## src/rtl/pwm_multi.sv

```systemverilog
// pwm_multi: multi-channel PWM generator with per-channel up/down buttons.
//
// Each channel owns a duty level 0..STEPS, stepped by debounced presses on
// its btn_up/btn_dn pair. All channels share one period counter. A channel's
// duty threshold is only reloaded at the period boundary, so a duty change
// never produces a truncated or stretched pulse.
//
// Ports:
//   clk           rising-edge clock for all state
//   rst_n         asynchronous active-low reset
//   btn_up[i]     raw increment button for channel i
//   btn_dn[i]     raw decrement button for channel i
//   pwm_out[i]    registered PWM output of channel i
//   level         channel i duty level in bits [4i+3:4i]
//   segments      active-low 7-segment hex digit of channel i in bits
//                 [7i+6:7i] (bit 6 = a ... bit 0 = g)
//   period_start  one-cycle pulse while the period counter equals 0
module pwm_multi #(
  parameter int CHANNELS  = 2,
  parameter int PERIOD    = 2_000_000,
  parameter int STEPS     = 10,
  parameter int DB_CYCLES = 4,
  parameter int WRAP      = 1
) (
  input  logic                    clk,
  input  logic                    rst_n,
  input  logic [CHANNELS-1:0]     btn_up,
  input  logic [CHANNELS-1:0]     btn_dn,
  output logic [CHANNELS-1:0]     pwm_out,
  output logic [4*CHANNELS-1:0]   level,
  output logic [7*CHANNELS-1:0]   segments,
  output logic                    period_start
);

  localparam int CW  = $clog2(PERIOD);
  // Threshold can equal PERIOD, so it needs one bit more than the counter.
  localparam int TW  = CW + 1;
  // Product PERIOD*level with level <= 15 fits in CW+5 bits.
  localparam int PW  = CW + 5;
  // Up buttons occupy the low half, down buttons the high half.
  localparam int NIN = 2 * CHANNELS;
  localparam int DBW = $clog2(DB_CYCLES + 1);

  localparam logic [CW-1:0]  CNT_LAST = CW'(PERIOD - 1);
  localparam logic [PW-1:0]  PERIOD_X = PW'(PERIOD);
  localparam logic [PW-1:0]  STEPS_X  = PW'(STEPS);
  localparam logic [3:0]     STEPS_L  = 4'(STEPS);
  localparam logic [DBW-1:0] DB_LAST  = DBW'(DB_CYCLES - 1);

  logic [CW-1:0]  cnt;
  logic [NIN-1:0] raw;
  logic [NIN-1:0] sync1;
  logic [NIN-1:0] sync2;
  logic [NIN-1:0] db;
  logic [NIN-1:0] db_prev;
  logic [NIN-1:0] press;
  logic [DBW-1:0] db_cnt [NIN];
  logic [3:0]     lvl [CHANNELS];
  logic [TW-1:0]  thr [CHANNELS];
  logic [TW-1:0]  thr_calc [CHANNELS];

  function automatic logic [6:0] seg7(input logic [3:0] v);
    logic [6:0] s;
    case (v)
      4'h0:    s = 7'b0000001;
      4'h1:    s = 7'b1001111;
      4'h2:    s = 7'b0010010;
      4'h3:    s = 7'b0000110;
      4'h4:    s = 7'b1001100;
      4'h5:    s = 7'b0100100;
      4'h6:    s = 7'b0100000;
      4'h7:    s = 7'b0001111;
      4'h8:    s = 7'b0000000;
      4'h9:    s = 7'b0000100;
      4'hA:    s = 7'b0001000;
      4'hB:    s = 7'b1100000;
      4'hC:    s = 7'b0110001;
      4'hD:    s = 7'b1000010;
      4'hE:    s = 7'b0110000;
      default: s = 7'b0111000;
    endcase
    return s;
  endfunction

  // Shared period counter. period_start is registered off the terminal
  // count so that it is high exactly while the counter holds 0.
  always_ff @(posedge clk or negedge rst_n) begin
    if (!rst_n) begin
      cnt          <= '0;
      period_start <= 1'b0;
    end else begin
      period_start <= (cnt == CNT_LAST);
      cnt          <= (cnt == CNT_LAST) ? '0 : cnt + CW'(1);
    end
  end

  assign raw = {btn_dn, btn_up};

  // Two-flop synchroniser followed by a debouncer per button. The debounced
  // state only follows the synchronised input after it has disagreed for
  // DB_CYCLES consecutive cycles; a single agreeing cycle restarts the window.
  always_ff @(posedge clk or negedge rst_n) begin
    if (!rst_n) begin
      sync1   <= '0;
      sync2   <= '0;
      db      <= '0;
      db_prev <= '0;
      for (int i = 0; i < NIN; i++) begin
        db_cnt[i] <= '0;
      end
    end else begin
      sync1   <= raw;
      sync2   <= sync1;
      db_prev <= db;
      for (int i = 0; i < NIN; i++) begin
        if (sync2[i] != db[i]) begin
          if (db_cnt[i] == DB_LAST) begin
            db[i]     <= sync2[i];
            db_cnt[i] <= '0;
          end else begin
            db_cnt[i] <= db_cnt[i] + DBW'(1);
          end
        end else begin
          db_cnt[i] <= '0;
        end
      end
    end
  end

  // Single-cycle pulse on each debounced rising edge.
  assign press = db & ~db_prev;

  // Level stepping. Simultaneous up and down on one channel cancel out.
  always_ff @(posedge clk or negedge rst_n) begin
    if (!rst_n) begin
      for (int c = 0; c < CHANNELS; c++) begin
        lvl[c] <= '0;
      end
    end else begin
      for (int c = 0; c < CHANNELS; c++) begin
        if (press[c] && !press[CHANNELS + c]) begin
          if (lvl[c] == STEPS_L) begin
            lvl[c] <= (WRAP != 0) ? 4'd0 : STEPS_L;
          end else begin
            lvl[c] <= lvl[c] + 4'd1;
          end
        end else if (press[CHANNELS + c] && !press[c]) begin
          if (lvl[c] == 4'd0) begin
            lvl[c] <= (WRAP != 0) ? STEPS_L : 4'd0;
          end else begin
            lvl[c] <= lvl[c] - 4'd1;
          end
        end
      end
    end
  end

  // Candidate threshold floor(PERIOD*level/STEPS) for every channel.
  always_comb begin
    for (int c = 0; c < CHANNELS; c++) begin
      thr_calc[c] = TW'((PERIOD_X * PW'(lvl[c])) / STEPS_X);
    end
  end

  // The active threshold is reloaded on the last count so the new duty starts
  // cleanly at counter 0. The output compare on that same edge still uses the
  // old threshold, which finishes the current period unchanged.
  always_ff @(posedge clk or negedge rst_n) begin
    if (!rst_n) begin
      pwm_out <= '0;
      for (int c = 0; c < CHANNELS; c++) begin
        thr[c] <= '0;
      end
    end else begin
      for (int c = 0; c < CHANNELS; c++) begin
        if (cnt == CNT_LAST) begin
          thr[c] <= thr_calc[c];
        end
        pwm_out[c] <= ({1'b0, cnt} < thr[c]);
      end
    end
  end

  // Flatten levels and decode the display digits.
  always_comb begin
    level    = '0;
    segments = '0;
    for (int c = 0; c < CHANNELS; c++) begin
      level[4*c +: 4]    = lvl[c];
      segments[7*c +: 7] = seg7(lvl[c]);
    end
  end

endmodule
```

## config.mk

```make
export PLATFORM = sky130hd
export DESIGN_NAME = pwm_multi
export DESIGN_NICKNAME = d
export VERILOG_FILES = /design/src/rtl/pwm_multi.sv
export SDC_FILE = /design/constraint.sdc
export NUM_CORES = 1
export LEC_CHECK = 0
export CAP_MARGIN = 20
export CORE_MARGIN = 8
export CORE_UTILIZATION = 39
export CTS_CLUSTER_DIAMETER = 50
export DETAILED_ROUTE_END_ITERATION = 6
export PLACE_DENSITY = 0.6
export SETUP_SLACK_MARGIN = 0.5
export SYNTH_ARGS = -nofsm -noshare
export SYNTH_HDL_FRONTEND = slang
export SYNTH_SLANG_ARGS = --single-unit
```

## constraint.sdc

```tcl
create_clock -name clk -period 24.9 [get_ports clk]
set_clock_uncertainty 0.15 [all_clocks]
set_input_delay 2.49 -clock clk [delete_from_list [all_inputs] [get_ports clk]]
set_output_delay 2.49 -clock clk [all_outputs]
set_load 0.01 [all_outputs]
```

==> flow_summary.ini <==
[grt]
grt_pass1_vias = 22700
grt_pass1_wl_um = 118000
grt_usage = 0.208
antenna_found_initial = 1
grt-ovfl-total = 0
grt_max_degree = 55

[synth]
ys_seq_elements = 104
yosys-top-cells-count = nand2_1 (286), nor2_1 (242), a21oi_1 (182)
ys_seq_area_frac = 0.116
synth_cell_type_count = 163
syn_area_um2 = 22400
synthCells = 3008
synth_warnings = 0
syn_nets = 3141
syn_avg_cell_area_um2 = 7.44
yosysTopAreaCell = dfrtp_1
synth_area_leaders = dfrtp_1 (12%), ha_1 (6.5%), nand2_1 (4.8%), xnor2_1 (4.7%), a21oi_1 (4.1%)
synthArstFlopShare = 1.00
synthFlopType = dfrtp_1
yosysTopAreaCellShare = 0.116
synth-edff-count = 0
yosysMostFrequentCell = nand2_1

[outcome]
status = complete, but fails checks
violations = DRC

[layout]
n_antenna_cell = 0
finalNonFillerCells = 3728
seqCellArea_um2 = 2610
n_fill_cell = 5890
multiInputGateArea_um2 = 18800
fin_nets = 3091
final_util = 0.412
drive_above_1_share = 0.106
area_delta_synth_final_pct = 5.24

[worst_setup_path]
arrival_ps = 22970
cp-end-kind = register
cp-start-kind = register
r2r_slack_ps = 2050
critPathMaxFanout = 19
reg2reg_to = thr[0]
slowest_stage = fa_1
crit_path_max_incr_delay_ps = 840
rr_startpoint = level[6]
crit_type = register to register
rr_worst_depth = 66
cp.required_ps = 25020
cpMostUsedCell = ha_1

[sta]
slew_viol_final = 0
clock.fmax_ghz = 0.0438
hold_violations = 0
worstMarginPinSlew_ps = 1050
period_minus_slack_ps = 22850
rsz0062_at_grt = false
max_slew_margin = 0.291
setup-tns-final_ps = 0
finalCritPeriodShare = 0.918
setup_violations = 0

[min_path]
hp-start = sync1[2]
whs_endpoint = sync2[2]
hold_depth = 0
hold_path_class = register to register

[clock_network]
clkSinkCount = 104
tritoncts = yes
insertion_delay_ps = 390
clk_path_buf_depth = 2
cts.reportedPaths.clkPinSlew_ps = 70
cts_max_level = 3
cts_root_buffer = clkbuf_16
numCtsBuffers = 9

[run]
drv_cap = 0

[detailed_routing]
drt_first_iter_violations = 2208
vias = 24000
vias_per_cell = 6.44
drc_errors = 1
wl_per_cell_um = 19.3
dr.pass1.iters = 7
drt.antenna.violating_nets = 0
wirelength_um = 71800

[floorplanning]
dieArea_um2 = 65300
rows = 88
die_w_um = 256
start_util = 0.391
dieHeight_um = 256
core_area_um2 = 57300
pin_count = 31

[placement]
dp.cells = 3706
portBuffers = 30
dp_hpwl_um = 55400
gp_congestion = 0.947
[registers in the layout, summed over array words and instances (netlist names)]
register      count
cnt              21
db                4
db_cnt           12
db_prev           4
level             8
period_start      1
pwm_out           2
sync1             4
sync2             4
thr              44
[how the worst max path moves through the flow]
stage | cells past startpoint | end | from
after CTS | 66 | thr[0] | level[6]
after detailed placement | 66 | thr[0] | level[6]
after global routing | 66 | thr[0] | level[6]
final | 66 | thr[0] | level[6]
after floorplan | 76 | thr[0] | level[6]
after global placement | 66 | thr[0] | level[6]
[repair_timing]
| action | in CTS | in global routing |
|---|---|---|
| setup buffers | 0 | 5 |
| endpoints found under the setup margin | 0 | 2 |
| hold buffers | 0 | 0 |
| resized for setup | 0 | 8 |
[final cells by class]
type / instances / area share
tap: 765 / 0.0406
multi-input combinational: 2681 / 0.797
sequential: 104 / 0.111
timing repair buffer: 56 / 0.0209
clock buffer: 10 / 0.0101
inverter: 106 / 0.0173
clock inverter: 6 / 0.00313
[placed cells by master, fill, tap and decap left out, types with 27 or more instances in the layout]
cell type / Yosys / layout
a211o_1: 27 / 27
a211oi_1: 44 / 44
a21oi_1: 182 / 182
a31oi_1: 48 / 48
and2_1: 43 / 43
and3_1: 34 / 34
clkdlybuf4s50_1: 0 / 29
dfrtp_1: 104 / 102
ha_1: 117 / 117
inv_1: 98 / 97
mux2_2: 27 / 27
mux2i_1: 41 / 41
nand2_1: 286 / 286
nand2b_1: 47 / 47
nand3_1: 117 / 117
nand4_1: 50 / 50
nor2_1: 242 / 241
nor2b_1: 28 / 28
nor3_1: 125 / 125
nor4_1: 36 / 36
o211ai_1: 42 / 42
o21ai_0: 172 / 172
o21ai_1: 39 / 38
o31ai_1: 38 / 37
or2_2: 31 / 31
or3_1: 46 / 46
xnor2_1: 121 / 121
xor2_1: 55 / 53
[cell families after synthesis]
group,share of synthesized area
AO/OA/AOI/OAI,0.332
XOR/XNOR,0.0791
adder cells (fa/ha/maj),0.0748
buffers and inverters,0.0462
flip-flops,0.116
multiplexers,0.0379
AND/OR/NAND/NOR,0.314
[per-layer routing]
metal / share of wire / global-route usage / vias to the layer above
met5: 0.00018 / 0 / -
met4: 0.029 / 0.0698 / 2
met3: 0.054 / 0.0226 / 151
met2: 0.47 / 0.352 / 913
met1: 0.45 / 0.274 / 11500
li1: - / - / 11500
[through the flow]
step                cell area [um2]  setup WS [ps]  hold slack [ps]
floorplan                     22400           5780              181
global placement              23200           1400              188
detailed placement            23200           1410              186
CTS                           23500           1340              207
global route                  23600            555              208
finish                        23600           2050              202
[critical path, delay by kind of cell (launching register included)]
kind,cells,cell delay (ps)
simple gates,28,10680
compound gates,22,6400
fa+ha+maj,8,3290
flops,1,670
buf+inv,5,620
xor+xnor,2,520
mux,1,400
Power is left out: the tool's default activity adds up to more than one toggle a clock period on the data nets, which glitch-free logic cannot reach.
